File: src/rtl/regfile_write_queue_if.sv
// Bus bundle for regfile_write_queue: request side, register file write port,
// pending-write lookup port and occupancy status.
interface regfile_write_queue_if #(
    parameter int DEPTH  = 4,
    parameter int ADDR_W = 5,
    parameter int DATA_W = 32
);
    localparam int CNT_W = $clog2(DEPTH) + 1;

    logic              In_Valid;
    logic              In_Ready;
    logic [ADDR_W-1:0] In_Adr;
    logic [DATA_W-1:0] In_Data;
    logic              Hold;
    logic              WEn;
    logic [ADDR_W-1:0] Write_Adr;
    logic [DATA_W-1:0] Write_Data;
    logic [ADDR_W-1:0] Lookup_Adr;
    logic              Lookup_Hit;
    logic [DATA_W-1:0] Lookup_Data;
    logic [CNT_W-1:0]  Count;
    logic              Empty;
    logic              Full;

    modport master (
        output In_Valid, In_Adr, In_Data, Hold, Lookup_Adr,
        input  In_Ready, WEn, Write_Adr, Write_Data, Lookup_Hit, Lookup_Data,
               Count, Empty, Full
    );

    modport slave (
        input  In_Valid, In_Adr, In_Data, Hold, Lookup_Adr,
        output In_Ready, WEn, Write_Adr, Write_Data, Lookup_Hit, Lookup_Data,
               Count, Empty, Full
    );
endinterface

File: src/rtl/regfile_write_queue.sv
// In-order write-back queue feeding the register file write port, with a
// forwarding lookup of pending writes. Optional macro: ZERO_REG_DISCARD_EN.
module regfile_write_queue #(
    parameter int DEPTH  = 4,
    parameter int ADDR_W = 5,
    parameter int DATA_W = 32
) (
    input logic                  Clock,
    input logic                  Reset,
    regfile_write_queue_if.slave bus
);
    localparam int PTR_W = $clog2(DEPTH);
    localparam int CNT_W = PTR_W + 1;

    logic [ADDR_W-1:0] adr_q  [DEPTH];
    logic [DATA_W-1:0] data_q [DEPTH];
    logic [DEPTH-1:0]  vld_q;
    logic [PTR_W-1:0]  wr_ptr, rd_ptr;
    logic [CNT_W-1:0]  cnt_q;

    logic empty, full, push, enq, pop;

    assign empty = (cnt_q == '0);
    assign full  = (cnt_q == CNT_W'(DEPTH));
    assign push  = bus.In_Valid && !full;

`ifdef ZERO_REG_DISCARD_EN
    // r0 writes complete the handshake but are dropped on the floor
    assign enq = push && (bus.In_Adr != '0);
`else
    assign enq = push;
`endif

    // Gating with Reset keeps the register file untouched in the reset cycle
    assign pop = !empty && !bus.Hold && !Reset;

    always_ff @(posedge Clock) begin
        if (Reset) begin
            wr_ptr <= '0;
            rd_ptr <= '0;
            cnt_q  <= '0;
            vld_q  <= '0;
        end else begin
            if (enq) begin
                vld_q[wr_ptr] <= 1'b1;
                wr_ptr        <= wr_ptr + PTR_W'(1);
            end
            if (pop) begin
                vld_q[rd_ptr] <= 1'b0;
                rd_ptr        <= rd_ptr + PTR_W'(1);
            end
            cnt_q <= cnt_q + CNT_W'(enq) - CNT_W'(pop);
        end
    end

    always_ff @(posedge Clock) begin
        if (!Reset && enq) begin
            adr_q[wr_ptr]  <= bus.In_Adr;
            data_q[wr_ptr] <= bus.In_Data;
        end
    end

    assign bus.WEn        = pop;
    assign bus.Write_Adr  = empty ? '0 : adr_q[rd_ptr];
    assign bus.Write_Data = empty ? '0 : data_q[rd_ptr];
    assign bus.Count      = cnt_q;
    assign bus.Empty      = empty;
    assign bus.Full       = full;
    assign bus.In_Ready   = !full;

    // Walk oldest -> youngest so the last match wins (newest pending value)
    logic [PTR_W-1:0]  idx;
    logic              hit;
    logic [DATA_W-1:0] hit_data;

    always_comb begin
        idx      = '0;
        hit      = 1'b0;
        hit_data = '0;
        for (int i = 0; i < DEPTH; i++) begin
            idx = rd_ptr + PTR_W'(i);
            if (vld_q[idx] && (adr_q[idx] == bus.Lookup_Adr)) begin
                hit      = 1'b1;
                hit_data = data_q[idx];
            end
        end
`ifdef ZERO_REG_DISCARD_EN
        if (bus.Lookup_Adr == '0) begin
            hit      = 1'b0;
            hit_data = '0;
        end
`endif
    end

    assign bus.Lookup_Hit  = hit;
    assign bus.Lookup_Data = hit_data;
endmodule
File: src/flat_wrapper.sv
// flat-port wrapper written by rule: the top's interface ports become plain ports
module regfile_write_queue_flat 
#(
    parameter int DEPTH  = 4,
    parameter int ADDR_W = 5,
    parameter int DATA_W = 32
)
  (Clock, Reset, bus_In_Valid, bus_In_Adr, bus_In_Data, bus_Hold, bus_Lookup_Adr, bus_In_Ready, bus_WEn, bus_Write_Adr, bus_Write_Data, bus_Lookup_Hit, bus_Lookup_Data, bus_Count, bus_Empty, bus_Full);
  regfile_write_queue_if #(.DEPTH(DEPTH), .ADDR_W(ADDR_W), .DATA_W(DATA_W)) bus_i ();
  input logic Clock;
  input logic Reset;
  input wire logic [$bits(bus_i.In_Valid)-1:0] bus_In_Valid;
  input wire logic [$bits(bus_i.In_Adr)-1:0] bus_In_Adr;
  input wire logic [$bits(bus_i.In_Data)-1:0] bus_In_Data;
  input wire logic [$bits(bus_i.Hold)-1:0] bus_Hold;
  input wire logic [$bits(bus_i.Lookup_Adr)-1:0] bus_Lookup_Adr;
  output wire logic [$bits(bus_i.In_Ready)-1:0] bus_In_Ready;
  output wire logic [$bits(bus_i.WEn)-1:0] bus_WEn;
  output wire logic [$bits(bus_i.Write_Adr)-1:0] bus_Write_Adr;
  output wire logic [$bits(bus_i.Write_Data)-1:0] bus_Write_Data;
  output wire logic [$bits(bus_i.Lookup_Hit)-1:0] bus_Lookup_Hit;
  output wire logic [$bits(bus_i.Lookup_Data)-1:0] bus_Lookup_Data;
  output wire logic [$bits(bus_i.Count)-1:0] bus_Count;
  output wire logic [$bits(bus_i.Empty)-1:0] bus_Empty;
  output wire logic [$bits(bus_i.Full)-1:0] bus_Full;
  assign bus_i.In_Valid = bus_In_Valid;
  assign bus_i.In_Adr = bus_In_Adr;
  assign bus_i.In_Data = bus_In_Data;
  assign bus_i.Hold = bus_Hold;
  assign bus_i.Lookup_Adr = bus_Lookup_Adr;
  assign bus_In_Ready = bus_i.In_Ready;
  assign bus_WEn = bus_i.WEn;
  assign bus_Write_Adr = bus_i.Write_Adr;
  assign bus_Write_Data = bus_i.Write_Data;
  assign bus_Lookup_Hit = bus_i.Lookup_Hit;
  assign bus_Lookup_Data = bus_i.Lookup_Data;
  assign bus_Count = bus_i.Count;
  assign bus_Empty = bus_i.Empty;
  assign bus_Full = bus_i.Full;
  regfile_write_queue #(.DEPTH(DEPTH), .ADDR_W(ADDR_W), .DATA_W(DATA_W)) u_core (.Clock(Clock), .Reset(Reset), .bus(bus_i));
endmodule
File: config.mk
export PLATFORM = sky130hd
export DESIGN_NAME = regfile_write_queue_flat
export DESIGN_NICKNAME = d
export VERILOG_FILES = /design/src/rtl/regfile_write_queue_if.sv /design/src/rtl/regfile_write_queue.sv /design/src/flat_wrapper.sv
export SDC_FILE = /design/constraint.sdc
export NUM_CORES = 1
export LEC_CHECK = 0
export CAP_MARGIN = 0
export CORE_ASPECT_RATIO = 1.25
export CORE_MARGIN = 2
export CORE_UTILIZATION = 30
export CTS_CLUSTER_DIAMETER = 40
export CTS_CLUSTER_SIZE = 40
export DETAILED_ROUTE_END_ITERATION = 7
export PLACE_DENSITY = 0.47
export SETUP_SLACK_MARGIN = 0.2
export SLEW_MARGIN = 5
export SYNTH_ARGS = -nofsm -noshare
export SYNTH_HDL_FRONTEND = slang
export SYNTH_SLANG_ARGS = --single-unit
File: constraint.sdc
create_clock -name Clock -period 7 [get_ports Clock]
set_clock_uncertainty 0.15 [all_clocks]
set_input_delay 1.05 -clock Clock [delete_from_list [all_inputs] [get_ports Clock]]
set_output_delay 1.05 -clock Clock [all_outputs]
set_load 0.01 [all_outputs]
== Word level (Yosys, flattened, before mapping) ==
Memory sizes are Yosys's and may differ from the RTL's. A register that Yosys moved wholly into a read port is not among the register bits.
Index checks and enable logic that the tools add are counted.
Storage, ports and cells
  memory bits (writable): 148
  memories: 2
  register bits after elaboration: 11
  input bits: 46
  latch bits: 0
  memory bits (read-only): 0
  word-level logic and storage cells: 73
Cells by class
  div/mod/pow operators: 0
  reduce and logical (&&, ||, !) cells: 15
  mux-type cells: 31
  $lt $le $gt $ge: 7
  bitwise operators: 3
  multipliers: 0
  eq/ne operators: 5
  add/subtract/negate cells: 6
  shifts and indexed selects: 0
Memory list
  u_core.data_q: depth 4, width 32, rd ports 4, clocked after Yosys merged registers in 1, wr ports 1, line regfile_write_queue.sv:16  | logic [DATA_W-1:0] data_q [DEPTH];
  u_core.adr_q: depth 4, width 5, rd ports 4, clocked after Yosys merged registers in 1, wr ports 1, line regfile_write_queue.sv:15  | logic [ADDR_W-1:0] adr_q [DEPTH];
Operators by type and width (number)
  2-to-1 mux 32 bit: 5
  equality test 5 bit: 4
  less-than comparator 2 x 3 -> 1 bit, second input constant: 5
  2-to-1 mux 1 bit: 12
  2-to-1 mux 4 bit: 3
  logical AND 1 bit: 10
  binary-select mux 1 bit (select 2 bit): 4
  2-to-1 mux 2 bit: 4
  2-to-1 mux 5 bit: 1
  adder 2 x 1 -> 2 bit, second input constant: 2
  adder 2 bit, second input constant: 2
  bitwise AND 4 bit: 1
  demux 1 bit (select 2 bit): 2
  greater-or-equal comparator 2 x 1 -> 1 bit, second input constant: 2
  logical NOT 1 bit: 4
  inverter 4 bit: 1
  OR 4 bit: 1
  adder 3 x 1 -> 3 bit: 1
  equality test 3 bit, second input constant: 1
  logical NOT 3 bit: 1
  subtractor 3 x 1 -> 3 bit: 1

== Logic depth before layout (Yosys ltp) ==
  depth in word-level cells: 9
  gate-level depth with buffers: 14

== Worst setup path before layout ==
Ideal clock, no wire load.
  kind: register to output
  from: reg u_core.rd_ptr[1]
  to: out bus_Lookup_Data[10]
  cell stages (with the launch flop): 13
  path slack: 2357 ps
  data arrival time: 3443 ps
  path buffers: 5
  required time: 5800 ps
  path through: dfxtp_1 > clkbuf_1 > clkbuf_1 > inv_1 > ha_1 > buf_6 > mux4_2 > xor2_1 > or4_4 > buf_6 > buf_6 > mux2i_1 > o221ai_1
Between the ends
  cells in the longest elaborated chain, start to end: 7
  elaborated cells on any way between the ends: 24
  classes of those cells: add/sub: 3; eq/ne: 3; mux: 12; reduce/logical: 4; memory: 2
RTL lines
  from (decl): line regfile_write_queue.sv:18  | logic [PTR_W-1:0] wr_ptr, rd_ptr;
  from (signal assigned): line regfile_write_queue.sv:50  | rd_ptr <= rd_ptr + PTR_W'(1);
  adder 2 x 1 -> 2 bit / binary-select mux 1 bit (select 2 bit) (equally long branches): line regfile_write_queue.sv:81, regfile_write_queue.sv:82
  memory (4 x 5 bit), or another cell as far along
  equality test 5 bit, or another cell as far along: line regfile_write_queue.sv:82  | if (vld_q[idx] && (adr_q[idx] == bus.Lookup_Adr)) begin
  logical AND 1 bit / 2-to-1 mux 32 bit (equally long branches): line regfile_write_queue.sv:82
  2-to-1 mux 32 bit (2 in series): line regfile_write_queue.sv:82
  2-to-1 mux 32 bit *: line regfile_write_queue.sv:82
  to (decl): line flat_wrapper.sv:22  | output wire logic [$bits(bus_i.Lookup_Data)-1:0] bus_Lookup_Data;
Every way passes the cells marked *; elsewhere a longest branch is shown, timed or not. The select of a mux whose other input is x is not followed.

== Final worst setup path ==
  from: reg u_core.rd_ptr[0]
  to: out bus_Lookup_Data[31]
The elaborated chain is that of the path after synthesis.

==> results.txt <==
----------------------------------------------------
[Outcome]
  Status ... finished clean

[Worst setup path]
  Startpoint type of the worst setup path ... flip-flop
  Crit Reg-Reg Endpoint ... u_core.bus.Count[2]
  Endpoint class of the critical path ... output pin
  Number of cell instances on the worst register-to-register path ... 11
  Worst stage delay on the critical path ... between 0.9 and 1 ns
  Critical path buffer and inverter count ... 4
  Most repeated library cell on the critical path ... buf_4
  Cell chain of the critical path ... buf_4, buf_4, mux4_2, nand2_1, nor2_4, buf_4, nand2_1, o221ai_1, clkdlybuf4s50_1
  Gate family responsible for the most delay along the worst path ... buffers and inverters
  Critical path data required time ... slightly below 6 ns
  Count of cell instances traversed by the critical path ... 9
  Crit Path Max Fanout ... 67
  Data arrival at the endpoint of the critical path ... around 5.0 ns
  Reg-to-reg setup timing slack ... about 3.7 ns
  Reg2Reg Launch Point ... u_core.bus.Count[2]
  Critical-path top delay cell ... buf_4
  Critical path start-end classification ... flip-flop to output pin

[Clock tree]
  Num CTS Buffers ... 17
  Cts repair resizes ... 0
  Hold-fix buffers, CTS ... 0
  Clock Sinks ... 161
  Setup Buffers After CTS ... 0
  H-tree levels ... 4
  Clock-pin slew of the registers on the worst-case setup and hold paths ... ~0.070 ns
  Clock latency at the later pin of the worst-skew pair ... around 0.45 ns
  Clock tree from TritonCTS ... built
  Clock root cell ... clkbuf_16
  Maximum buffer depth of the clock tree ... 2

[Global route]
  Top Usage Layer GRT ... met2
  Global routing met1 resource utilization ... 20.8%
  Global-route track usage on met3 ... about 2.4%
  Vias in the first global route ... 7286
  Global-route wire length before repair ... about 46000 um
  Antenna violations before repair ... 1
  GR met2 Demand/Resource ... 30.3%
  Largest net degree at the start of global routing ... 68
  Global routing usage summed across all routing layers ... roughly 17%
  Aggregate global routing overflow ... 0

[Yosys]
  Number of flops mapped to enable cells by yosys ... around 150
  Synth warn ... 0
  Top FF cell, synth ... edfxtp_1
  Fraction of synthesis flops using an asynchronous set or reset pin ... 0%
  Synth Instances ... 677
  Net Count, Synth ... about 730
  Synthesized area divided by synthesized cell count ... between 15 and 20 sq um
  Number of register bits inferred by synthesis ... ~160
  Fraction of the yosys area taken by sequential cells ... 45.1%
  Post-synthesis cell type count ... 31
  Cell area after synthesis ... 10400 sq um

[Die]
  Starting Density ... between 30% and 40%
  Die outline area ... about 36000 sq um
  Die span in x ... around 170 um
  CORE AREA ... approximately 34000 sq um
  Floorplan row count ... 76
  I/O pin total ... about 120
  DIE HEIGHT ... roughly 210 um

[Timing]
  Number of pins with negative max-slew slack in the final report ... 0
  Total negative setup slack ... 0 ns
  Setup Viol. Count Final ... 0
  Worst hold slack ... between 0.4 and 0.5 ns
  Share of the cycle needed by the critical path after routing ... between 80% and 90%
  RSZ-0062 raised after global routing ... no
  Measured slew at the worst slew-check pin ... approximately 1.1 ns
  Slew HR ... roughly a quarter
  Max Clk Rate ... approximately 160 MHz
  Clock period minus final worst setup slack ... ~6.2 ns
  Count of final hold-check violations ... 0

[Route]
  Total length of routed wires ... 30300 um
  First drt pass iteration count ... 5
  Via/cell ratio ... around 5.5
  Number of violations reported at the end of detailed-routing iteration 0 ... 437
  Routed WL per cell ... 24.2 um
  ANT nets after route ... 0
  Number of remaining DRC errors ... 0
  Vias after detailed routing ... around 7000

[Finish]
  Filler cells ... between 3000 and 4000
  Layout-stage area growth over the synthesis result ... 21.8%
  Fraction of final layout cells with drive strength greater than 1 ... between 20% and 30%
  Commonest cells after routing, fill and taps aside ... mux4_2 (148), edfxtp_1 (148), clkdlybuf4s50_1 (122), nand2_1 (70)
  Post-layout nets ... between 800 and 900

[Place]
  HPWL reported at the end of detailed placement ... roughly 19000 um
  Count of buffers inserted at the top-level ports ... 122
  RD Place Congestion ... between 0.7 and 0.8

[Min path]
  Startpoint of the most critical hold path ... u_core.wr_ptr[0]
  Hold worst-path end ... u_core.wr_ptr[0]
  Number of stages on the worst hold path ... 2
  Class of the tightest hold or removal check ... flip-flop to flip-flop

[Power]
  Lkg Pwr ... 3.88 nW
  Power density over the cells ... ~340 nW/um^2
  VDD IR max ... between 0.15 and 0.2 mV

[Flow run]
  Max-cap violations ... 0

----------------------------------------------------
==> kinds of logic (layout without fill, tap and decap cells) <==
family                     count (synthesis)  count (layout)  synth area share, %
muxes                                    189             189                 35.9
and+or+nand+nor                          166             166                 8.33
DFF                                      161             161                 45.1
buffers and inverters                     75             179                 3.37
AOI/OAI and AO/OA                         51              51                 3.82
xor gates and xnor gates                  24              24                 2.02
adders and majority gates                 11              11                 1.39
other                                      0               1                    0
==> sequential cells by signal (all words and copies together), names as in the netlist, named ones only <==
register          flops
u_core.data_q       128
u_core.adr_q         20
u_core.vld_q          4
u_core.bus.Count      3
u_core.rd_ptr         2
u_core.wr_ptr         2
==> cell type report <==
class | instances | area (sq um) | area share (%)
multi-input cells | 441 | 5420 | 42.7
flip-flops and latches | 161 | 4710 | 37.1
repair buffers | 139 | 1360 | 10.7
well taps | 468 | 586 | 4.61
clock buffers | 22 | 517 | 4.07
clock inverters | 10 | 67.6 | 0.532
inverters | 8 | 30.0 | 0.236
diodes | 1 | 2.50 | 0.0197
==> Yosys cell counts, types with 6 or more instances <==
library cell | number | area (sq um)
a21oi_1 | 8 | 40.0
buf_1 | 8 | 30.0
buf_2 | 14 | 70.1
buf_6 | 6 | 67.6
clkbuf_1 | 37 | 139
dfxtp_1 | 13 | 260
edfxtp_1 | 148 | 4440
ha_1 | 10 | 125
inv_1 | 8 | 30.0
mux2i_1 | 39 | 390
mux4_2 | 148 | 3330
nand2_1 | 71 | 267
nor2_1 | 13 | 48.8
nor2b_1 | 39 | 244
nor3b_1 | 31 | 233
o221ai_1 | 32 | 280
xnor2_1 | 21 | 184
==> tightest hold or removal path, cell delays in order (launching register included) <==
cell and delay, ns:
dfxtp_1 0.35, xnor2_1 0.16, nor2_1 0.04
==> worst max path at each step <==
| stage | start | to | slack (ns) |
|---|---|---|---|
| floorplan | u_core.rd_ptr[1] | bus_Lookup_Data[10] | 2.36 |
| global placement | u_core.rd_ptr[0] | bus_Lookup_Data[31] | 1.27 |
| detailed placement | u_core.rd_ptr[0] | bus_Lookup_Data[28] | 1.18 |
| CTS | u_core.rd_ptr[0] | bus_Lookup_Data[28] | 0.69 |
| global route | u_core.rd_ptr[0] | bus_Lookup_Data[31] | 0.43 |
| finish | u_core.rd_ptr[0] | bus_Lookup_Data[31] | 0.83 |
==> stage by stage <==
stage | std cells | setup WS (ns) | power (mW) | instance area, sq um | utilization [%]
global route | 1250 | 0.427 | 4.58 | 12700 | 37.0
finish | 1250 | 0.830 | 4.35 | 12700 | 37.0
global placement | 1217 | 1.27 | 3.46 | 12100 | 35.3
CTS | 1249 | 0.689 | 4.42 | 12700 | 37.0
floorplan | 677 | 2.36 | 2.74 | 10400 | -
detailed placement | 1217 | 1.18 | 3.49 | 12100 | 35.3
==> power by group <==
group	internal (mW)	switching, mW	total, mW
registers	1.14	0.102	1.24
clock network	0.526	0.400	0.925
logic	1.18	1.01	2.18
==> metal layers <==
| metal | wire [um] | up-vias | share of wire [%] |
|---|---|---|---|
| met2 | 16000 | 209 | 53 |
| met3 | 1240 | 44 | 4.1 |
| met4 | 932 | 0 | 3.1 |
| met5 | 0 | - | 0 |
| met1 | 12100 | 3639 | 40 |
| li1 | - | 2972 | - |
(Power assumes the default switching activity.)
